File: config.mk
export PLATFORM = sky130hd
export DESIGN_NAME = alu_op_sequencer
export DESIGN_NICKNAME = d
export VERILOG_FILES = /design/src/rtl/alu_op_sequencer.sv
export SDC_FILE = /design/constraint.sdc
export NUM_CORES = 1
export LEC_CHECK = 0
export ABC_AREA = 1
export BUFFER_PORTS_ARGS = -buffer_cell sky130_fd_sc_hd__buf_4
export CORE_ASPECT_RATIO = 1.75
export CORE_UTILIZATION = 60
export DETAILED_ROUTE_END_ITERATION = 6
export PLACE_DENSITY = 0.8
export SETUP_SLACK_MARGIN = 0.4
export SLEW_MARGIN = 15
export SYNTH_ARGS = -nofsm -noshare
export SYNTH_HDL_FRONTEND = slang
export SYNTH_SLANG_ARGS = --single-unit
File: constraint.sdc
create_clock -name Clock -period 3.05 [get_ports Clock]
set_input_delay 0.4575 -clock Clock [delete_from_list [all_inputs] [get_ports Clock]]
set_output_delay 0.4575 -clock Clock [all_outputs]
set_load 0.05 [all_outputs]
File: src/rtl/alu_op_sequencer.sv
// alu_op_sequencer: multi-cycle sequencer around the board-level ALU.
// Accepts a one-cycle Go request, latches A/B/Fn and runs either a
// single-cycle function or an iterative shift-add multiply. The result is
// held in a register that drives ALUOut until the next writeback.
//
// Ports:
//   Clock   - system clock, rising edge
//   Reset   - synchronous active-high reset (priority over Go)
//   Go      - request strobe, sampled only while idle
//   A, B    - WIDTH-bit operands, latched on an accepted Go
//   Fn      - 3-bit function select, latched on an accepted Go
//   ALUOut  - 2*WIDTH-bit registered result
//   Busy    - high whenever the sequencer is not idle
//   Done    - one-cycle pulse when the result has been written
//   Carry   - registered carry flag, updated with every writeback
//
// WIDTH must be at least 2 (ROTL uses B[1:0] as its rotate amount).

module alu_op_sequencer #(
  parameter int unsigned WIDTH = 4
) (
  input  logic               Clock,
  input  logic               Reset,
  input  logic               Go,
  input  logic [WIDTH-1:0]   A,
  input  logic [WIDTH-1:0]   B,
  input  logic [2:0]         Fn,
  output logic [2*WIDTH-1:0] ALUOut,
  output logic               Busy,
  output logic               Done,
  output logic               Carry
);

  localparam int unsigned RW = 2 * WIDTH;
  localparam int unsigned CW = (WIDTH > 1) ? $clog2(WIDTH) : 1;

  localparam logic [2:0] FN_ADD    = 3'd0;
  localparam logic [2:0] FN_LOGIC  = 3'd1;
  localparam logic [2:0] FN_ANY    = 3'd2;
  localparam logic [2:0] FN_CONCAT = 3'd3;
  localparam logic [2:0] FN_MUL    = 3'd4;
  localparam logic [2:0] FN_ACCUM  = 3'd5;
  localparam logic [2:0] FN_ROTL   = 3'd6;
  localparam logic [2:0] FN_HOLD   = 3'd7;

  typedef enum logic [1:0] {
    S_IDLE = 2'd0,
    S_EXEC = 2'd1,
    S_DONE = 2'd2
  } state_t;

  state_t            state_q, state_d;
  logic [WIDTH-1:0]  a_q, a_d;
  logic [WIDTH-1:0]  b_q, b_d;
  logic [2:0]        fn_q, fn_d;
  logic [CW-1:0]     cnt_q, cnt_d;
  logic [RW-1:0]     acc_q, acc_d;
  logic [RW-1:0]     out_q, out_d;
  logic              carry_q, carry_d;
  logic              busy_q, busy_d;
  logic              done_q, done_d;

  // Datapath helpers shared by the next-state logic
  logic [RW-1:0]     mul_partial;
  logic [RW-1:0]     mul_sum;
  logic [WIDTH:0]    add_sum;
  logic [RW:0]       accum_sum;
  logic [2*RW-1:0]   rot_dbl;

  // State and datapath registers
  always_ff @(posedge Clock) begin
    if (Reset) begin
      state_q <= S_IDLE;
      a_q     <= '0;
      b_q     <= '0;
      fn_q    <= '0;
      cnt_q   <= '0;
      acc_q   <= '0;
      out_q   <= '0;
      carry_q <= 1'b0;
      busy_q  <= 1'b0;
      done_q  <= 1'b0;
    end else begin
      state_q <= state_d;
      a_q     <= a_d;
      b_q     <= b_d;
      fn_q    <= fn_d;
      cnt_q   <= cnt_d;
      acc_q   <= acc_d;
      out_q   <= out_d;
      carry_q <= carry_d;
      busy_q  <= busy_d;
      done_q  <= done_d;
    end
  end

  // Next-state, datapath and flag logic
  always_comb begin
    state_d = state_q;
    a_d     = a_q;
    b_d     = b_q;
    fn_d    = fn_q;
    cnt_d   = cnt_q;
    acc_d   = acc_q;
    out_d   = out_q;
    carry_d = carry_q;

    // Shift-add step: add A<<cnt when the current multiplier bit is set
    mul_partial = b_q[cnt_q] ? (RW'(a_q) << cnt_q) : '0;
    mul_sum     = acc_q + mul_partial;
    add_sum     = (WIDTH+1)'(a_q) + (WIDTH+1)'(b_q);
    accum_sum   = (RW+1)'(out_q) + (RW+1)'(a_q);
    // Rotate by shifting a doubled copy; the upper half is the rotated value
    rot_dbl     = {out_q, out_q} << b_q[1:0];

    case (state_q)
      S_IDLE: begin
        if (Go) begin
          a_d     = A;
          b_d     = B;
          fn_d    = Fn;
          cnt_d   = '0;
          acc_d   = '0;
          state_d = S_EXEC;
        end
      end

      S_EXEC: begin
        if (fn_q == FN_MUL) begin
          acc_d = mul_sum;
          cnt_d = cnt_q + CW'(1);
          if (cnt_q == CW'(WIDTH - 1)) begin
            out_d   = mul_sum;
            carry_d = 1'b0;
            state_d = S_DONE;
          end
        end else begin
          carry_d = 1'b0;
          case (fn_q)
            FN_ADD: begin
              out_d   = RW'(add_sum);
              carry_d = add_sum[WIDTH];
            end
            FN_LOGIC:  out_d = {a_q | b_q, a_q ^ b_q};
            FN_ANY:    out_d = (|{a_q, b_q}) ? RW'({WIDTH{1'b1}}) : '0;
            FN_CONCAT: out_d = {b_q, a_q};
            FN_ACCUM: begin
              out_d   = accum_sum[RW-1:0];
              carry_d = accum_sum[RW];
            end
            FN_ROTL:   out_d = rot_dbl[2*RW-1:RW];
            FN_HOLD:   out_d = out_q;
            default:   out_d = out_q;
          endcase
          state_d = S_DONE;
        end
      end

      S_DONE: state_d = S_IDLE;

      default: state_d = S_IDLE;
    endcase

    busy_d = (state_d != S_IDLE);
    done_d = (state_d == S_DONE);
  end

  assign ALUOut = out_q;
  assign Carry  = carry_q;
  assign Busy   = busy_q;
  assign Done   = done_q;

endmodule

==> results of run 1 <==
==> cell type report <==
class                           instances  area, µm²
Sequential cell                        34        686
Fill cell                             429       1390
Timing Repair Buffer                   27        203
Multi-Input combinational cell        333       1820
Tap cell                               51       63.8
Inverter                               50        190
Clock buffer                            7       86.3
Clock inverter                          1       5.00
==> tightest hold or removal path, stage by stage <==
cell	delay [ns]
buf_4	0.07
o21ai_0	0.07
a21oi_1	0.10
==> power by group through the flow <==
| stage | sequential (mW) | combinational (mW) | clock, mW |
|---|---|---|---|
| 2_1_floorplan | 0.544 | 0.259 | 0 |
| 3_3_place_gp | 0.534 | 0.366 | 0 |
| 3_5_place_dp | 0.535 | 0.370 | 0 |
| 4_1_cts | 0.525 | 0.372 | 0.346 |
| 5_1_grt | 0.532 | 0.417 | 0.368 |
| 6_report | 0.527 | 0.376 | 0.347 |
==> flip-flops by register name (all words and copies together) (netlist names) <==
| signal | count |
|---|---|
| ALUOut | 8 |
| acc_q | 8 |
| a_q | 4 |
| b_q | 4 |
| fn_q | 3 |
| cnt_q | 2 |
| state_q | 2 |
| Busy | 1 |
| Carry | 1 |
| Done | 1 |
==> worst min path at each step <==
stage	startpoint	end	slack [ns]	cells after the start
floorplan	acc_q[0]	acc_q[0]	0.45	2
global placement	Carry	Carry	0.45	2
detailed placement	Carry	Carry	0.47	2
CTS	Fn[1]	fn_q[1]	0.45	3
global route	Fn[0]	fn_q[0]	0.48	3
finish	Fn[1]	fn_q[1]	0.45	3
==> timing repair <==
| item | CTS | global route |
|---|---|---|
| hold buffers | 0 | 0 |
| endpoints found under the setup margin | 0 | 6 |
| resized for setup | 0 | 4 |
==> placed cells by master, fill, tap and decap left out, types with 2 or more instances in the layout <==
master	n
nand3_1	52
fa_1	3
o21a_1	3
nor3_1	3
inv_2	7
o21ai_1	5
nor2_4	6
ha_1	20
clkbuf_8	6
nand4_1	6
xor2_1	4
o21ai_0	33
a21oi_1	40
nor2_1	40
inv_1	42
nor2_2	2
nand3b_1	5
dfxtp_2	4
nand2_4	2
nand2_1	99
o211ai_1	3
buf_4	27
dfxtp_1	30
==> layer usage <==
metal  up-vias  GRT usage [%]
met2       100           64.5
li1       1466              -
met3        40           5.64
met1      1363           36.2
met4         0           27.4
met5         -              0
==> through the flow <==
step	utilization, %	power (mW)	cell area [µm²]
after floorplan	-	0.804	2780
after global placement	66.5	0.900	2960
after detailed placement	66.5	0.905	2960
after CTS	68.6	1.24	3050
after global routing	68.7	1.32	3050
final	68.7	1.25	3050
==> cell families (layout without fill, tap and decap cells) <==
family / Yosys count / in the layout / share of synthesized area [%]
buffers and inverters: 65 / 85 / 10.2
XOR/XNOR: 5 / 5 / 1.57
AO/OA/AOI/OAI: 87 / 87 / 16.8
flip-flops: 34 / 34 / 24.4
adder cells (fa/ha/maj): 23 / 23 / 11.1
AND/OR/NAND/NOR: 218 / 218 / 35.8
==> metrics.md, run 1 <==
| Metric | Value |
|---|---|
| Outcome | `finished clean` |
| Switching Fraction | `approximately 37%` |
| Reg-to-Reg Start | `b_q[1]` |
| CP bufs+invs | `2` |
| Mean post-synth cell area | `6.44 µm²` |
| M1 WL | `~2900 µm` |
| Routed via count | `roughly 3000` |
| WL/cell | `around 16 µm` |
| Routed wl met2 | `between 4000 and 5000 µm` |
| Async SR Flop Fraction | `0%` |
| Register area share after synthesis | `around a quarter` |
| Top-count cell post-synth | `nand2_1` |
| Die area | `between 4000 and 5000 µm²` |
| Starting Density | `62.6%` |
| Startpoint Class | `flop` |
| Synth Register Bits | `34` |
| Initial antenna violation count | `0` |
| Vias per cell | `around 6` |
| Clock Sink Count | `34` |
| H-tree level count | `2` |
| Reg2reg setup slack | `slightly above 0.6 ns` |
| Layout cells sized above 1 | `13.3%` |
| Final WS setup | `0.617 ns` |
| R2r endpoint | `ALUOut[7]` |
| P_int | `between 0.7 and 0.8 mW` |
| DRT iter0 DRCs | `84` |
| Synth top area cells | `dfxtp_1, nand2_1, nand3_1` |
| RSZ-0062 raised after global routing | `false` |
| Port Buffers | `24` |
| Core Box Area | `between 4000 and 5000 µm²` |
| Final Non-Filler Cells | `between 500 and 600` |
| Netlist Area Pre-Place | `around 2800 µm²` |
| CTS tree | `yes` |
| Final worst-path cycle share | `between 70% and 80%` |
| Worst path cell trace | `inv_1 > a21oi_1 > o21ai_0 > nand2_1 > nand2_1 > inv_1 > ha_1 > a21oi_1 > o21a_1 > nand2_1 > nand2_1 > nand2_1 > nor2_1 > nor2_1 > nor2_1` |
| Final HPWL from detailed placement | `roughly 6500 µm` |
| CTS clock-pin slew for the worst setup and hold paths | `0.07 ns` |
| GRT Util Overall | `a little under two fifths` |
| Antenna Cells | `0` |
| Cell mode on critical path | `nand2_1` |
| Die width | `53.5 µm` |
| Met3 wire length | `~370 µm` |
| Cell taking the most area after synthesis | `dfxtp_1` |
| Synth top cells by count | `nand2_1, nand3_1, inv_1, a21oi_1, nor2_1` |
| Pwr dens | `between 400 and 500 nW/µm²` |
| Drt total wl | `around 8000 µm` |
| Worst skew pair latency | `0.29 ns` |
| Cells after synthesis | `between 400 and 500` |
| Clock power share | `between 20 and 30%` |
| Cell count after placement | `between 400 and 500` |
| Tightest Pin Transition | `~0.51 ns` |
| Bufs on Longest Clock Path | `2` |
| First-pass GRT wire length | `between 10000 and 15000 µm` |
| Largest net degree at the start of global routing | `25` |
| Clock Root Buffer | `clkbuf_8` |
| Max Clk Rate | `a little over 400 MHz` |
| Setup crit end | `ALUOut[7]` |
| Crit-path slowest cell | `dfxtp_2` |
| Die height | `between 90 and 100 µm` |
| Top Family by Delay on Critical Path | `compound AO/OA/AOI/OAI gates` |
| Tmin final | `2.43 ns` |
| CP Data Arrival Time | `about 2.7 ns` |
| Syn_nets | `between 400 and 500` |
| Max FO, Critical Path | `12` |
| Stages on worst setup path | `15` |
| First-pass DRT Iterations | `5` |
| # rows | `32` |
| Nets | `~500` |
| Sw power | `0.469 mW` |
| Number of synthesized flops with an enable pin | `0` |
| Peak supply drop | `roughly 0.3 mV` |
| GPL Wtd Cong | `roughly 0.95` |
| Drt drc | `0` |
| Max_cap viols | `0` |
| Seq pwr share | `42.2%` |
| TritonCTS Buffers | `5` |
| Antenna viol nets, final | `0` |
| Critical Path Sink Type | `flop` |
| Layout area overhead | `9.66%` |
| Top Metal Used | `met4` |
| # setup viols final | `0` |
| Final Hold Vio Count | `0` |
| Worst slack, placed | `approximately 0.52 ns` |
| # IOs | `25` |
| Hold Crit Class | `input port to flop` |
| Fin Hold WS | `0.448 ns` |
| Vias in the first global route | `2842` |
| Required @ worst endpoint | `3.28 ns` |
| Postcts setup bufs | `0` |
| Fin Setup TNS | `0 ns` |
| Clk_skew | `between 0.005 and 0.006 ns` |
| CP max stage delay | `between 0.4 and 0.5 ns` |
| GRT Residual Overflow | `0` |
| Pleak | `between 1 and 1.5 nW` |
| Area share of the largest cell type after synthesis | `24.4%` |
| Crit path from | `b_q[1]` |
| Slew Viols, Final | `0` |
| Worst R2R Path Depth | `15` |
| Ys flop type | `dfxtp_1` |
| Yosys Warn Count | `0` |
| Setup Crit Path Kind | `flop to flop` |
| Slew headroom | `roughly two thirds` |
| Synth unique cells | `32` |
| Share of total power in combinational logic | `about 30%` |
Note: power is estimated with default switching activity, not from simulation.
==> run 2, diff against run 1 <==
==> constraint.sdc (replaced) <==
create_clock -name Clock -period 2.3 [get_ports Clock]
set_input_delay 0.345 -clock Clock [delete_from_list [all_inputs] [get_ports Clock]]
set_output_delay 0.345 -clock Clock [all_outputs]
set_load 0.05 [all_outputs]
==> run 2 against run 1 <==
Setup slack worse by 0.42 ns. Sequential cell count stayed put. First-iteration DRC count is 25% higher. Power is 40% higher. Sequential share of layout area is 2.2 points lower. Clock power is 34% higher. Die area stayed put. Largest power group unchanged.
==> metrics.md, run 2 (same netlist as run 1, synthesis figures left out) <==
| Metric | Value |
|---|---|
| Max FO, Critical Path | `8 (-4)` |
| Peak supply drop | `0.485 mV (+61%)` |
| Final Hold Vio Count | `0 (unchanged)` |
| WHS Endpoint | `b_q[0]` |
| Fillers | `339 (-21%)` |
| Tmin final | `2.11 ns (-0.327 ns)` |
| Final worst-path cycle share | `91.6% (+12 points)` |
| Final Non-Filler Cells | `524 (+4.2%)` |
| Initial antenna violation count | `0 (unchanged)` |
| Hold Crit Class | `input port to flop` |
| Largest net degree at the start of global routing | `24 (-4.0%)` |
| WL/cell | `16.1 µm (about the same)` |
| DRT iter0 DRCs | `105 (+25%)` |
| Antenna Cells | `0 (unchanged)` |
| Fin Hold WS | `0.334 ns (-0.113 ns)` |
| Layout cells sized above 1 | `27.9% (+15 points)` |
| Area of the multi-input gates | `2030 µm² (+11%)` |
| Routed via count | `3038 (+2.3%)` |
| Slew headroom | `69.1% (+3.0 points)` |
| Critical Path Sink Type | `flop` |
| Startpoint Class | `flop` |
| Reg-to-Reg Start | `cnt_q[0]` |
| GRT Residual Overflow | `0 (unchanged)` |
| Vias in the first global route | `2977 (+4.8%)` |
| Cell count after placement | `502 (+1.4%)` |
| Hold buffer count at cts | `0 (unchanged)` |
| Drt drc | `0 (unchanged)` |
| Vias per cell | `5.80 (-1.8%)` |
| Port Buffers | `24 (unchanged)` |
| Pleak | `1.62 nW (+7.8%)` |
| GPL Wtd Cong | `0.970 (+2.4%)` |
| Nets | `509 (+4.3%)` |
| Slew Viols, Final | `0 (unchanged)` |
| Worst Min Path Start | `B[0]` |
| M1 WL | `3180 µm (+11%)` |
| CTS clock-pin slew for the worst setup and hold paths | `0.08 ns (about the same)` |
| RSZ-0062 raised after global routing | `true` |
| Outcome | `finished clean` |
| Clk_skew | `0.00850 ns (+0.00254 ns)` |
| Commonest non-fill, non-tap cell in the layout | `nand2_1` |
| # setup viols final | `0 (unchanged)` |
| Die width | `53.5 µm (unchanged)` |
| Die area | `4930 µm² (unchanged)` |
| Setup Crit Path Kind | `flop to flop` |
| Met3 wire length | `264 µm (-28%)` |
| # rows | `32 (unchanged)` |
| Layout area overhead | `23.6%` |
| Most frequent cells in the layout | `nand2_1, nand3_1, buf_4` |
| First-pass GRT wire length | `12900 µm (-1.5%)` |
| Clock Sink Count | `34 (unchanged)` |
| Antenna viol nets, final | `0 (unchanged)` |
| Required @ worst endpoint | `2.48 ns (-0.80 ns)` |
| CP Data Arrival Time | `2.29 ns (-0.37 ns)` |
| Top Metal Used | `met4` |
| Worst skew pair latency | `0.29 ns (about the same)` |
| Tightest Pin Transition | `0.463 ns (-0.0452 ns)` |
| CTS tree | `yes` |
| # IOs | `25 (unchanged)` |
| Die height | `92.1 µm (unchanged)` |
| Fin Setup TNS | `0 ns (unchanged)` |
| H-tree level count | `2 (unchanged)` |
| Worst R2R Path Depth | `16 (+1)` |
| Max Clk Rate | `475 MHz (+16%)` |
| Starting Density | `62.6% (unchanged)` |
| Pwr dens | `507 nW/µm² (+24%)` |
| Register area | `696 µm² (+1.5%)` |
| Final Power | `1.75 mW (+40%)` |
| Bufs on Longest Clock Path | `2 (unchanged)` |
| Hold Path Stages | `3 (unchanged)` |
| Routed wl met2 | `4430 µm (+4.2%)` |
| Max_cap viols | `0 (unchanged)` |
| TritonCTS Buffers | `5 (unchanged)` |
| Drt total wl | `8450 µm (+4.3%)` |
| Clock Root Buffer | `clkbuf_8` |
| Final HPWL from detailed placement | `6250 µm (-3.8%)` |
| GRT Util Overall | `36.0% (-0.82 points)` |
| First-pass DRT Iterations | `4 (-1)` |
| Core Box Area | `4440 µm² (unchanged)` |
| R2r endpoint | `ALUOut[7]` |
| Reg2reg setup slack | `0.19 ns (-0.42 ns)` |
==> run 2: cell types whose count changed in the layout (fill, tap and decap cells not counted), sizes merged <==
| cell | previous run | this run |
|---|---|---|
| buf | 27 | 48 |
==> run 2: worst max-delay path by stage <==
stage / startpoint / endpoint / slack, ns / depth (start not counted)
after floorplan: b_q[1] / acc_q[5] / 0.30 / 16
final: cnt_q[0] / ALUOut[7] / 0.19 / 16
after global placement: b_q[3] / acc_q[5] / 0.29 / 12
after CTS: cnt_q[0] / acc_q[5] / 0.31 / 13
after detailed placement: b_q[3] / acc_q[5] / 0.21 / 14
after global routing: cnt_q[0] / ALUOut[7] / 0.08 / 16
==> run 2: routing by layer <==
layer  vias to the layer above  global-route usage [%]
li1                       1509                       -
met2                        85                    63.9
met5                         -                       0
met3                        39                    4.98
met1                      1405                    35.3
met4                         0                    25.9
==> run 2: cell type report <==
type                            count  share of cell area [%]
Inverter                           50                    5.60
Sequential cell                    34                    20.2
Tap cell                           51                    1.85
Clock inverter                      1                   0.145
Multi-Input combinational cell    333                    58.9
Timing Repair Buffer               48                    10.8
Clock buffer                        7                    2.51
==> run 2: what timing repair did <==
| item | CTS | global route |
|---|---|---|
| gates cloned | 0 | 0 |
| setup buffers | 9 | 5 |
| pin swaps | 20 | 22 |
| endpoints found under the setup margin | 10 | 13 |
| gates resized for setup | 28 | 31 |
==> run 2: critical path, cell delays in order, from the launching register on <==
cell and delay (ns):
dfxtp_4 0.42, buf_4 0.14, nand2_1 0.06, o21ai_2 0.07, nor2_1 0.08, o21ai_2 0.14
inv_2 0.06, ha_4 0.30, nand2_2 0.08, nor2_2 0.16, nand2_2 0.10, nand2_2 0.08
nand2_2 0.05, nand2_2 0.08, nor2_2 0.04, nor2_1 0.10, nor2_1 0.05
==> run 2: through the flow <==
stage               setup WS, ns  cell area [µm²]  util [%]
global placement           0.287             3070      69.2
CTS                        0.313             3300      74.2
detailed placement         0.212             3070      69.2
global route              0.0817             3440      77.4
floorplan                  0.297             2870         -
finish                     0.194             3440      77.4
==> run 2: power by group <==
| group | internal (mW) | total (mW) | leakage (nW) | switching [mW] |
|---|---|---|---|---|
| clock | 0.242 | 0.466 | 0.0482 | 0.225 |
| combinational | 0.216 | 0.585 | 1.29 | 0.369 |
| sequential | 0.629 | 0.694 | 0.282 | 0.0648 |
| total | 1.09 | 1.75 | 1.62 | 0.658 |
